[config.mk]
export PLATFORM = sky130hd
export DESIGN_NAME = sad_best_mv_search
export DESIGN_NICKNAME = d
export VERILOG_FILES = /design/src/rtl/sad_me_pkg.sv /design/src/rtl/mv_raster_cnt.sv /design/src/rtl/sad_best_mv_search.sv
export SDC_FILE = /design/constraint.sdc
export NUM_CORES = 1
export LEC_CHECK = 0
export BUFFER_PORTS_ARGS = -buffer_cell sky130_fd_sc_hd__buf_2
export CORE_MARGIN = 2
export CORE_UTILIZATION = 49
export CTS_CLUSTER_DIAMETER = 80
export DETAILED_ROUTE_END_ITERATION = 10
export PLACE_DENSITY_LB_ADDON = 0.1
export SKIP_LAST_GASP = 1
export SLEW_MARGIN = 5
export SYNTH_ARGS = -nofsm -noshare
export SYNTH_HDL_FRONTEND = slang
export SYNTH_SLANG_ARGS = --single-unit
[constraint.sdc]
create_clock -name clk -period 2.1 [get_ports clk]
set_clock_uncertainty 0.15 [all_clocks]
set_input_delay 0.42 -clock clk [delete_from_list [all_inputs] [get_ports clk]]
set_output_delay 0.42 -clock clk [all_outputs]
set_load 0.01 [all_outputs]
[src/rtl/sad_me_pkg.sv]
// Shared definitions for the motion-estimation SAD consumer stage.
// Holds the search geometry, SAD / MV widths, FSM state encoding and the
// all-ones SAD value used as the "no candidate yet" starting minimum.
package sad_me_pkg;

  localparam int SRCH_R   = 8;                              // +/- search range
  localparam int SAD_W    = 16;                             // SAD width from upstream
  localparam int MV_W     = 5;                              // signed MV component width
  localparam int NUM_CAND = (2 * SRCH_R + 1) * (2 * SRCH_R + 1);

  localparam logic [SAD_W-1:0] SAD_MAX = {SAD_W{1'b1}};

  typedef enum logic [1:0] {
    ST_IDLE   = 2'd0,
    ST_SEARCH = 2'd1,
    ST_DONE   = 2'd2
  } state_t;

endpackage

[src/rtl/mv_raster_cnt.sv]
// Raster-order candidate position counter for the MV search window.
// Ports:
//   clk   in   rising-edge clock
//   rst_n in   synchronous active-low reset, returns to (-R,-R)
//   init  in   reload (-R,-R); has priority over adv
//   adv   in   step to next candidate, x fastest
//   cx    out  signed x of current candidate
//   cy    out  signed y of current candidate
//   last  out  current candidate is (+R,+R)
module mv_raster_cnt #(
  parameter int SRCH_R = 8,
  parameter int MV_W   = 5
) (
  input  logic                   clk,
  input  logic                   rst_n,
  input  logic                   init,
  input  logic                   adv,
  output logic signed [MV_W-1:0] cx,
  output logic signed [MV_W-1:0] cy,
  output logic                   last
);

  localparam logic signed [MV_W-1:0] POS_R = MV_W'(SRCH_R);
  localparam logic signed [MV_W-1:0] NEG_R = -POS_R;
  localparam logic signed [MV_W-1:0] ONE   = MV_W'(1);

  logic signed [MV_W-1:0] cx_r;
  logic signed [MV_W-1:0] cy_r;
  logic signed [MV_W-1:0] cx_nx_s;
  logic signed [MV_W-1:0] cy_nx_s;

  // Next-position logic: x wraps to -R at +R and carries into y; y also wraps
  // so the counter never leaves the window even if advanced past the end.
  always_comb begin
    cx_nx_s = cx_r;
    cy_nx_s = cy_r;
    if (init) begin
      cx_nx_s = NEG_R;
      cy_nx_s = NEG_R;
    end else if (adv) begin
      if (cx_r == POS_R) begin
        cx_nx_s = NEG_R;
        if (cy_r == POS_R) begin
          cy_nx_s = NEG_R;
        end else begin
          cy_nx_s = cy_r + ONE;
        end
      end else begin
        cx_nx_s = cx_r + ONE;
        cy_nx_s = cy_r;
      end
    end else begin
      cx_nx_s = cx_r;
      cy_nx_s = cy_r;
    end
  end

  // Position registers.
  always_ff @(posedge clk) begin
    if (!rst_n) begin
      cx_r <= NEG_R;
      cy_r <= NEG_R;
    end else begin
      cx_r <= cx_nx_s;
      cy_r <= cy_nx_s;
    end
  end

  assign cx   = cx_r;
  assign cy   = cy_r;
  assign last = (cx_r == POS_R) && (cy_r == POS_R);

endmodule

[src/rtl/sad_best_mv_search.sv]
// Best-match search over a stream of candidate SADs in raster order.
// Tracks the strict running minimum and the MV where it first occurred,
// optionally stopping early once a SAD at or below a latched threshold shows up.
// Ports:
//   clk        in   rising-edge clock
//   rst_n      in   synchronous active-low reset
//   srch_start in   1-cycle pulse starting (or restarting) a search
//   ethr_en    in   early-termination enable, latched with srch_start
//   ethr       in   early-termination threshold, latched with srch_start
//   sad        in   candidate SAD
//   sad_vld    in   sad valid, one candidate per pulse
//   busy       out  high while searching
//   done       out  1-cycle pulse when best_* are final
//   best_sad   out  minimum SAD seen
//   best_mvx   out  signed x of the minimum
//   best_mvy   out  signed y of the minimum
//   early_term out  last search ended on the threshold
//   orphan_err out  sticky: sad_vld seen outside a search
module sad_best_mv_search
  import sad_me_pkg::*;
(
  input  logic             clk,
  input  logic             rst_n,
  input  logic             srch_start,
  input  logic             ethr_en,
  input  logic [SAD_W-1:0] ethr,
  input  logic [SAD_W-1:0] sad,
  input  logic             sad_vld,
  output logic             busy,
  output logic             done,
  output logic [SAD_W-1:0] best_sad,
  output logic [MV_W-1:0]  best_mvx,
  output logic [MV_W-1:0]  best_mvy,
  output logic             early_term,
  output logic             orphan_err
);

  localparam logic signed [MV_W-1:0] NEG_R = -(MV_W'(SRCH_R));

  state_t                 state_r;
  state_t                 state_nx_s;
  logic                   busy_r;
  logic                   done_r;
  logic                   ethr_en_r;
  logic [SAD_W-1:0]       ethr_r;
  logic [SAD_W-1:0]       best_sad_r;
  logic [MV_W-1:0]        best_mvx_r;
  logic [MV_W-1:0]        best_mvy_r;
  logic                   early_term_r;
  logic                   orphan_err_r;

  logic signed [MV_W-1:0] cx_s;
  logic signed [MV_W-1:0] cy_s;
  logic                   cnt_last_s;
  logic                   accept_s;
  logic                   better_s;
  logic                   thr_hit_s;
  logic                   fin_s;

  mv_raster_cnt #(
    .SRCH_R (SRCH_R),
    .MV_W   (MV_W)
  ) u_cnt (
    .clk    (clk),
    .rst_n  (rst_n),
    .init   (srch_start),
    .adv    (accept_s),
    .cx     (cx_s),
    .cy     (cy_s),
    .last   (cnt_last_s)
  );

  // Candidate qualification and next-state; a start pulse overrides every
  // state and swallows any sad presented in the same cycle.
  always_comb begin
    accept_s   = 1'b0;
    better_s   = 1'b0;
    thr_hit_s  = 1'b0;
    fin_s      = 1'b0;
    state_nx_s = state_r;

    accept_s  = (state_r == ST_SEARCH) && sad_vld && !srch_start;
    better_s  = (sad < best_sad_r);
    thr_hit_s = ethr_en_r && (sad <= ethr_r);
    fin_s     = accept_s && (cnt_last_s || thr_hit_s);

    if (srch_start) begin
      state_nx_s = ST_SEARCH;
    end else begin
      case (state_r)
        ST_IDLE:   state_nx_s = ST_IDLE;
        ST_SEARCH: state_nx_s = fin_s ? ST_DONE : ST_SEARCH;
        ST_DONE:   state_nx_s = ST_IDLE;
        default:   state_nx_s = ST_IDLE;
      endcase
    end
  end

  // State, registered status outputs, running minimum and sticky flags.
  always_ff @(posedge clk) begin
    if (!rst_n) begin
      state_r      <= ST_IDLE;
      busy_r       <= 1'b0;
      done_r       <= 1'b0;
      ethr_en_r    <= 1'b0;
      ethr_r       <= {SAD_W{1'b0}};
      best_sad_r   <= SAD_MAX;
      best_mvx_r   <= {MV_W{1'b0}};
      best_mvy_r   <= {MV_W{1'b0}};
      early_term_r <= 1'b0;
      orphan_err_r <= 1'b0;
    end else begin
      state_r <= state_nx_s;
      busy_r  <= (state_nx_s == ST_SEARCH);
      done_r  <= (state_nx_s == ST_DONE);
      if (srch_start) begin
        ethr_en_r    <= ethr_en;
        ethr_r       <= ethr;
        best_sad_r   <= SAD_MAX;
        // An all-max search never improves, so it reports the first candidate.
        best_mvx_r   <= NEG_R;
        best_mvy_r   <= NEG_R;
        early_term_r <= 1'b0;
        orphan_err_r <= 1'b0;
      end else begin
        // Strict compare keeps the earliest candidate on ties.
        if (accept_s && better_s) begin
          best_sad_r <= sad;
          best_mvx_r <= cx_s;
          best_mvy_r <= cy_s;
        end
        if (accept_s && thr_hit_s) begin
          early_term_r <= 1'b1;
        end
        if (sad_vld && (state_r != ST_SEARCH)) begin
          orphan_err_r <= 1'b1;
        end
      end
    end
  end

  assign busy       = busy_r;
  assign done       = done_r;
  assign best_sad   = best_sad_r;
  assign best_mvx   = best_mvx_r;
  assign best_mvy   = best_mvy_r;
  assign early_term = early_term_r;
  assign orphan_err = orphan_err_r;

endmodule

# --- Yosys cells after proc, flatten, opt, wreduce, memory -nomap -nowiden ---
# Index checks and enable logic that the tools add are counted.
word_totals:
  inputBits: 37
  output_inout_bits: 30
  wordCells: 47
  regBits: 59
classes:
  addsub: 2
  n_reduce_logical: 13
  bitwise_logic: 1
  n_lt_le_gt_ge: 2
  n_mux: 9
  eq_ne: 6
op_table:
  columns: ["cell", "count"]
  rows:
  - ["2-to-1 mux 5 bit", 6]
  - ["less-or-equal comparator 16 bit", 1]
  - ["less-than comparator 16 bit", 1]
  - ["adder 5 x 2 -> 5 bit (second input constant)", 2]
  - ["== test 5 bit (second input constant)", 2]
  - ["logical AND 1 bit", 8]
  - ["2-to-1 mux 2 bit", 3]
  - ["== test 2 x 1 -> 1 bit (second input constant)", 2]
  - ["== test 2 bit (second input constant)", 1]
  - ["!= test 2 x 1 -> 1 bit (second input constant)", 1]
  - ["AND reduction 2 bit", 1]
  - ["nonzero test 2 bit", 1]
  - ["OR reduction 2 bit", 1]
  - ["logical NOT 1 bit", 1]
  - ["logical OR 1 bit", 1]
  - ["NOT 1 bit", 1]

# --- Logic depth before layout (Yosys ltp) ---
# Gate-level depths: netlist of the first run.
logic_depth:
  ltp_word: 8
  mapped_depth: 9
  ltp_nobuf: 7

# --- Hierarchy ---
# Synthesis of the first run repeated with hierarchy kept, for this count alone.
unflattened:
  cells_unflattened: 348
  hier_area_um2: 3099.2
by_module_without_submodules:
  columns: ["mod", "seq_area_each_um2", "n_inst", "cells_each", "area_per_inst_um2"]
  rows:
  - ["sad_best_mv_search", 980.9, 1, 286, 2542.4]
  - ["mv_raster_cnt", 200.2, 1, 62, 556.8]

# --- Worst setup path after synthesis of the first run ---
# Ideal clock, no wire load.
synth_timing:
  kind: "reg2reg"
  from: "reg best_sad_r[11] (netlist: best_sad[11])"
  to: "reg best_mvx_r[3] (netlist: best_mvx[3])"
  required_ns: 1.834
  n_path_buf: 1
  stages_incl_launch_ff: 9
  t_arrival_ns: 1.943
  setup_slack_ns: -0.109
  setup_ns: 0.116
  cell_sequence: "dfxtp_1 > inv_1 > ha_1 > o2111ai_1 > and3_1 > o21a_1 > buf_2 > or4_1 > o211a_1"
synth_between:
  elab_chain_cells: 3
synth_rtl:
  columns: ["element", "line", "rtl"]
  rows:
  - ["from (decl)", "sad_best_mv_search.sv:46", "logic [SAD_W-1:0] best_sad_r;"]
  - ["from (signal assigned)", "sad_best_mv_search.sv:107", "best_sad_r <= SAD_MAX;"]
  - ["from (signal assigned)", "sad_best_mv_search.sv:119", "best_sad_r <= SAD_MAX;"]
  - ["from (signal assigned)", "sad_best_mv_search.sv:128", "best_sad_r <= sad;"]
  - ["less-than comparator 16 bit", "sad_best_mv_search.sv:83", "better_s = (sad < best_sad_r);"]
  - ["logical AND 1 bit", "sad_best_mv_search.sv:127", "if (accept_s && better_s) begin"]
  - ["nonzero test 2 bit (no line)", null, null]
  - ["to (signal assigned)", "sad_best_mv_search.sv:108", "best_mvx_r <= {MV_W{1'b0}};"]
  - ["to (signal assigned)", "sad_best_mv_search.sv:129", "best_mvx_r <= cx_s;"]
  - ["to (decl)", "sad_best_mv_search.sv:47", "logic [MV_W-1:0] best_mvx_r;"]
# No other way between the ends.
# A chain may end at the register's enable or synchronous reset.

# --- Worst setup path after layout of the first run ---
layout_timing:
  from: "reg ethr_r[13]"
  to: "reg early_term_r (netlist: early_term)"
layout_between:
  elab_chain_cells: 3
layout_rtl:
  columns: ["element", "line", "rtl"]
  rows:
  - ["from (decl)", "sad_best_mv_search.sv:45", "logic [SAD_W-1:0] ethr_r;"]
  - ["from (signal assigned)", "sad_best_mv_search.sv:106", "ethr_r <= {SAD_W{1'b0}};"]
  - ["from (signal assigned)", "sad_best_mv_search.sv:118", "ethr_r <= ethr;"]
  - ["less-or-equal comparator 16 bit", "sad_best_mv_search.sv:84", "thr_hit_s = ethr_en_r && (sad <= ethr_r);"]
  - ["logical AND 1 bit", "sad_best_mv_search.sv:84", null]
  - ["logical AND 1 bit", "sad_best_mv_search.sv:132", "if (accept_s && thr_hit_s) begin"]
  - ["to (signal assigned)", "sad_best_mv_search.sv:110", "early_term_r <= 1'b0;"]
  - ["to (signal assigned)", "sad_best_mv_search.sv:123", "early_term_r <= 1'b0;"]
  - ["to (signal assigned)", "sad_best_mv_search.sv:133", "early_term_r <= 1'b1;"]
  - ["to (decl)", "sad_best_mv_search.sv:49", "logic early_term_r;"]
# No other way between the ends.

==> metrics.md, run 1 <==
| Metric | Value |
|---|---|
| Status | finished, final reports clean |
| Main flop type after synthesis | dfxtp_1 |
| # clock sinks | 59 |
| WL per Instance | 15.4 µm |
| Final nets | 525 |
| Grt ovf | 0 |
| Slew headroom | 0.561 |
| Mapped Cells | 357 |
| CP Capture Type | register |
| Worst-path fanout max | 3 |
| CTS buffer count | 9 |
| Rows | 29 |
| Max cap viols | 0 |
| EDFF count, synth | 0 |
| Min Tclk post-route | 2.05 ns |
| N_diodes | 0 |
| Die Width | 84.2 µm |
| Initial core utilization | 0.502 |
| DIE HEIGHT | 84.2 µm |
| Fmax | 488 MHz |
| Hold depth | 3 |
| Hold wc startpoint | ethr[3] |
| Hpwl dp | 5880 µm |
| CP startpoint | ethr_r[13] |
| Setup repair after global routing missed its margin | true |
| Startpoint types | register |
| Global-route wire length before repair | 12700 µm |
| Initial antenna violation count | 0 |
| Layout cells sized above 1 | 0.376 |
| Worst reg2reg path depth | 7 |
| Vias in the first global route | 2800 |
| CP arrival | 2.14 ns |
| Worst-Skew Late Latency | 0.35 ns |
| Synth Net Count | 429 |
| Filler cell count | 498 |
| Hold endpoint | ethr_r[3] |
| Syn Std Cell Area | 0.00315 mm² |
| All-Layer GR Usage | 0.227 |
| FF-to-FF End | early_term |
| Crit share post-route | 0.976 |
| Hold WC Path Type | in -> reg |
| Core area | 0.00628 mm² |
| Detail-routed via count per cell | 5.51 |
| Clock transition at path regs | 0.07 ns |
| Worst Path Required | 2.19 ns |
| GPL Wtd Cong | 0.837 |
| Routed WL | 8260 µm |
| FF-to-FF Start | ethr_r[13] |
| Initial DRC count | 143 |
| Cells along the critical path | inv_1 -> ha_4 -> nand4_1 -> a2111oi_2 -> buf_4 -> nor3b_1 -> o31a_1 |
| Yosys warning total | 0 |
| CTS tree | done |
| Slowest stage cell, crit path | a2111oi_2 |
| Largest net degree at the start of global routing | 25 |
| Syn_area_per_cell | 8.82 µm² |
| Drt first pass iters | 4 |
| Post-synth ARST share | 0 |
| Area Growth Syn to Fin | 37.4% |
| Ports | 67 |
| Setup total negative slack | 0 ns |
| Final Hold Fails | 0 |
| Kind of critical path | reg -> reg |
| Leakage power | 2.01 nW |
| Final Setup Violations | 0 |
| Slew Viols, Final | 0 |
| Yosys cell types | 40 |
| Root Buffer | clkbuf_8 |
| Sequential share of the synthesized area | 0.375 |
| Die ar. | 0.00708 mm² |
| PortBufs | 66 |
| Largest stage delay, worst path | 0.42 ns |
| Synth Register Bits | 59 |
| Worst-case clock buffer depth | 2 |
| # DRC | 0 |
| H-tree levels | 3 |
| Pwr Density | 685 mW/mm² |
| Worst Tran Pin Value | 0.652 ns |
| R2R Setup Slk | 0.05 ns |
| Vias | 2946 |
| PnR Total Power | 2.97 mW |
| ANT nets after route | 0 |
| Peak VDD IR | 0.559 mV |
[through the flow]
step | instances | hold slack, ns | setup WS (ns) | util | instance area (µm²)
after floorplan | 357 | 0.316 | -0.0171 | - | 3240
after global placement | 513 | 0.307 | -0.310 | 0.606 | 3800
after detailed placement | 513 | 0.317 | -0.344 | 0.606 | 3800
after CTS | 529 | 0.170 | 0.00426 | 0.647 | 4060
after global routing | 535 | 0.176 | -0.0308 | 0.689 | 4330
final | 535 | 0.176 | 0.0509 | 0.689 | 4330
[timing repair]
item	CTS	global route
hold buffers	0	0
buffers inserted	0	5
resized for setup	2	42
pin swaps	0	16
cloned	0	1
endpoints found under the setup margin	20	29
[synth_stat cells, drive strengths merged (12+ instances only)]
| master | instances | area share |
|---|---|---|
| a21oi | 15 | 0.024 |
| clkbuf | 12 | 0.014 |
| dfxtp | 59 | 0.38 |
| ha | 35 | 0.14 |
| inv | 37 | 0.044 |
| mux2i | 17 | 0.054 |
| nand2 | 20 | 0.024 |
| nand3 | 35 | 0.056 |
| nand4 | 14 | 0.028 |
| nor2 | 12 | 0.015 |
| nor2b | 20 | 0.040 |
| o21ai | 23 | 0.037 |
[layout make-up]
cell class | instances | area, µm² | area share
Tap cell | 77 | 96.3 | 0.0223
Timing Repair Buffer | 102 | 601 | 0.139
Sequential cell | 59 | 1200 | 0.278
Inverter | 37 | 139 | 0.0321
Clock buffer | 9 | 124 | 0.0286
Multi-Input combinational cell | 244 | 2040 | 0.471
Clock inverter | 7 | 124 | 0.0286
[report_power, final]
| part | switching, mW | total [mW] | internal, mW | leakage (nW) |
|---|---|---|---|---|
| clock | 0.502 | 1.30 | 0.798 | 0.120 |
| sequential | 0.0256 | 1.19 | 1.17 | 0.481 |
| combinational | 0.250 | 0.475 | 0.225 | 1.41 |
[placed cells by master, fill, tap and decap left out, types with 11 or more instances in the layout]
| cell type | Yosys | routed |
|---|---|---|
| inv_1 | 37 | 33 |
| mux2i_1 | 17 | 17 |
| dfxtp_1 | 59 | 40 |
| dfxtp_2 | 0 | 19 |
| nor2_1 | 11 | 11 |
| buf_2 | 4 | 66 |
| ha_4 | 0 | 15 |
| o21ai_1 | 10 | 12 |
| a21oi_1 | 15 | 14 |
| nand3_1 | 35 | 34 |
| nand2_1 | 20 | 19 |
| nor2b_1 | 20 | 19 |
| ha_1 | 35 | 20 |
| nand4_1 | 14 | 14 |
| buf_4 | 0 | 36 |
[critical path: cells and delay by family (launching register included)]
family | cells | cell delay [ns]
buffers and inverters | 2 | 0.25
adders and majority gates | 1 | 0.26
DFF | 1 | 0.33
AOI/OAI and AO/OA | 2 | 0.68
and+or+nand+nor | 2 | 0.27
[how the worst max path moves through the flow]
stage | endpoint | slack [ns] | cells after the start
finish | early_term | 0.05 | 7
global route | done | -0.03 | 8
CTS | best_mvx[3] | 0.004 | 7
detailed placement | busy | -0.34 | 7
global placement | busy | -0.31 | 7
floorplan | best_mvx[3] | -0.02 | 7
[kinds of logic (layout without fill, tap and decap cells)]
kind of cell	after synthesis	in the layout	synth area share
DFF	59	59	0.375
muxes	17	17	0.0540
and+or+nand+nor	118	118	0.203
AOI/OAI and AO/OA	65	66	0.137
adders and majority gates	35	35	0.139
buffers and inverters	55	155	0.0695
xor gates and xnor gates	8	8	0.0222
[layer usage]
| layer | GRT usage | wire length, µm | vias to the layer above |
|---|---|---|---|
| met3 | 0.0600 | 414 | 13 |
| met4 | 0.0894 | 136 | 0 |
| met5 | 0 | 0 | - |
| met1 | 0.275 | 3630 | 1397 |
| li1 | - | - | 1461 |
| met2 | 0.385 | 4080 | 75 |
[state kept, by name, summed over array words and instances, names as in the netlist]
| signal | flops |
|---|---|
| ethr_r | 16 |
| best_sad | 16 |
| u_cnt.cy | 5 |
| u_cnt.cx | 5 |
| best_mvx | 5 |
| done | 1 |
| state_r | 2 |
| best_mvy | 5 |
| ethr_en_r | 1 |
| busy | 1 |
| orphan_err | 1 |
| early_term | 1 |
Power figures use the tool's default switching activity.
==> inputs of run 2 (changes only) <==
--- a/config.mk
+++ b/config.mk
@@ -5,11 +5,11 @@
 export SDC_FILE = /design/constraint.sdc
 export NUM_CORES = 1
 export LEC_CHECK = 0
-export BUFFER_PORTS_ARGS = -buffer_cell sky130_fd_sc_hd__buf_2
 export CORE_MARGIN = 2
-export CORE_UTILIZATION = 49
+export CORE_UTILIZATION = 57
 export CTS_CLUSTER_DIAMETER = 80
 export DETAILED_ROUTE_END_ITERATION = 10
+export DONT_BUFFER_PORTS = 1
 export PLACE_DENSITY_LB_ADDON = 0.1
 export SKIP_LAST_GASP = 1
 export SLEW_MARGIN = 5
==> metrics.md, run 2 (synthesis results as in run 1) <==
| Metric | Value |
|---|---|
| Pwr Density | 687 mW/mm² (was 685 mW/mm²) |
| Commonest cells after routing, fill and taps aside | dfxtp_1, nand3_1, inv_1, buf_4, ha_1 (was buf_2, dfxtp_1, buf_4, nand3_1, inv_1) |
| CP arrival | 2.20 ns (was 2.14 ns) |
| Worst Slack Setup Final | -0.0161 ns (was 0.0509 ns) |
| Startpoint types | register (unchanged) |
| CP startpoint | ethr_r[1] (was ethr_r[13]) |
| N_diodes | 0 (unchanged) |
| Global-route wire length before repair | 12100 µm (was 12700 µm) |
| Routed WL | 7830 µm (was 8260 µm) |
| GPL Wtd Cong | 0.871 (was 0.837) |
| Dpl ws | -0.315 ns (was -0.344 ns) |
| Detail-routed via count per cell | 5.73 (was 5.51) |
| Placed Instances | 441 (was 513) |
| ANT nets after route | 0 (unchanged) |
| Drt first pass iters | 4 (unchanged) |
| Max cap viols | 0 (unchanged) |
| Worst-path fanout max | 2 (was 3) |
| Crit share post-route | 1.01 (was 0.976) |
| Die Width | 78.3 µm (was 84.2 µm) |
| Min Tclk post-route | 2.12 ns (was 2.05 ns) |
| Layout cells sized above 1 | 0.217 (was 0.376) |
| Worst Path Required | 2.19 ns (about the same) |
| Cell area after layout | 0.00382 mm² (was 0.00433 mm²) |
| # DRC | 0 (unchanged) |
| Final Setup Violations | 1 (was 0) |
| Most common cell after layout, fill and taps aside | dfxtp_1 (was buf_2) |
| Largest stage delay, worst path | 0.51 ns (was 0.42 ns) |
| Area Growth Syn to Fin | 21.5% (was 37.4%) |
| Failing checks | setup timing |
| Die ar. | 0.00614 mm² (was 0.00708 mm²) |
| Worst reg2reg path depth | 7 (unchanged) |
| Clock transition at path regs | 0.07 ns (about the same) |
| Worst-case clock buffer depth | 2 (unchanged) |
| Final Hold Fails | 0 (unchanged) |
| Worst setup path endpoint | early_term (unchanged) |
| Grt ovf | 0 (unchanged) |
| DIE HEIGHT | 78.3 µm (was 84.2 µm) |
| FF-to-FF End | early_term (unchanged) |
| H-tree levels | 3 (unchanged) |
| Cells along the critical path | inv_2 -> ha_4 -> nor2b_4 -> o211ai_1 -> a2111oi_4 -> nor3b_2 -> o31a_1 (was inv_1 -> ha_4 -> nand4_1 -> a2111oi_2 -> buf_4 -> nor3b_1 -> o31a_1) |
| Ports | 67 (unchanged) |
| Worst-Skew Late Latency | 0.35 ns (about the same) |
| WL per Instance | 17.1 µm (was 15.4 µm) |
| Hpwl dp | 5620 µm (was 5880 µm) |
| Vias | 2630 (was 2946) |
| Slowest stage cell, crit path | a2111oi_4 (was a2111oi_2) |
| Vias in the first global route | 2512 (was 2800) |
| PortBufs | 0 (was 66) |
| Slew Viols, Final | 0 (unchanged) |
| # clock sinks | 59 (unchanged) |
| Post-CTS Hold Buffers | 0 (unchanged) |
| Setup repair after global routing missed its margin | true (unchanged) |
| All-Layer GR Usage | 0.258 (was 0.227) |
| Leakage power | 1.71 nW (was 2.01 nW) |
| Initial antenna violation count | 0 (unchanged) |
| CTS tree | done (unchanged) |
| Status | finished, violations left (was finished, final reports clean) |
| Worst Tran Pin Value | 0.526 ns (was 0.652 ns) |
| Peak VDD IR | 0.488 mV (was 0.559 mV) |
| FF-to-FF Start | ethr_r[1] (was ethr_r[13]) |
| CTS buffer count | 9 (unchanged) |
| Final nets | 455 (was 525) |
| Rows | 27 (was 29) |
| CP Capture Type | register (unchanged) |
| Fin util | 0.708 (was 0.689) |
| Initial DRC count | 121 (was 143) |
| Core area | 0.00541 mm² (was 0.00628 mm²) |
| Fmax | 473 MHz (was 488 MHz) |
| Initial core utilization | 0.583 (was 0.502) |
| R2R Setup Slk | -0.02 ns (was 0.05 ns) |
| Hold WC Path Type | in -> reg (unchanged) |
| Largest net degree at the start of global routing | 26 (was 25) |
| Root Buffer | clkbuf_8 (unchanged) |
| Slew headroom | 0.646 (was 0.561) |
| Cell Count, Final, Fillers Out | 459 (was 535) |
| Placed inst area | 0.00349 mm² (was 0.00380 mm²) |
| Kind of critical path | reg -> reg (unchanged) |
| Hold wc startpoint | rst_n (was ethr[3]) |
run 2: cell count changes in the layout (fill, tap and decap cells not counted), moves of 3 or more:
cell,previous run,this run
buf_2,66,1
dfxtp_2,19,12
o21ai_1,12,15
ha_4,15,8
dfxtp_1,40,47
ha_1,20,27
buf_4,36,29
run 2: timing repair:
action	4_1_cts	5_1_grt
pin swaps	1	16
setup endpoints to repair	12	27
endpoints found under the hold margin	0	0
resized for setup	7	22
setup buffers	1	3
cloned	0	0
run 2: worst max-delay path, delay by kind of cell, from the launching register on:
| kind | cells | cell delay [ns] |
|---|---|---|
| buffers and inverters | 1 | 0.04 |
| AO/OA/AOI/OAI | 3 | 1.00 |
| AND/OR/NAND/NOR | 2 | 0.22 |
| flip-flops | 1 | 0.33 |
| adder cells (fa/ha/maj) | 1 | 0.25 |
run 2: metrics by stage:
| stage | setup TNS [ns] | power (mW) | hold WS [ns] |
|---|---|---|---|
| floorplan | -0.0341 | 1.46 | 0.316 |
| global placement | -1.67 | 1.54 | 0.331 |
| detailed placement | -2.09 | 1.55 | 0.337 |
| CTS | -0.0338 | 2.62 | 0.0416 |
| global route | -0.267 | 2.73 | 0.0480 |
| finish | -0.0161 | 2.63 | 0.0507 |
run 2: layout make-up:
class	instances	area, µm²
Tap cell	72	90.1
Inverter	37	139
Fill cell	438	1580
Clock inverter	4	50.0
Sequential cell	59	1200
Timing Repair Buffer	33	274
Clock buffer	11	151
Multi-Input combinational cell	243	1920
run 2: worst min path at each step:
stage	to	cells past startpoint	slack, ns
finish	best_mvy[3]	1	0.05
global route	ethr_r[4]	1	0.05
CTS	best_mvy[3]	1	0.04
detailed placement	u_cnt.cy[1]	2	0.34
global placement	u_cnt.cx[1]	2	0.33
floorplan	u_cnt.cx[1]	2	0.32
run 2: power breakdown:
| group | leakage, nW | switching [mW] | internal (mW) | total [mW] |
|---|---|---|---|---|
| Clock | 0.0974 | 0.461 | 0.603 | 1.06 |
| Combinational | 1.14 | 0.191 | 0.177 | 0.368 |
| Sequential | 0.478 | 0.0310 | 1.16 | 1.20 |
| Total | 1.71 | 0.682 | 1.95 | 2.63 |
run 2: routing by layer:
layer | share of wire | track usage
met5 | 0 | 0
met4 | 0.029 | 0.144
met3 | 0.062 | 0.0701
met2 | 0.47 | 0.414
met1 | 0.44 | 0.313
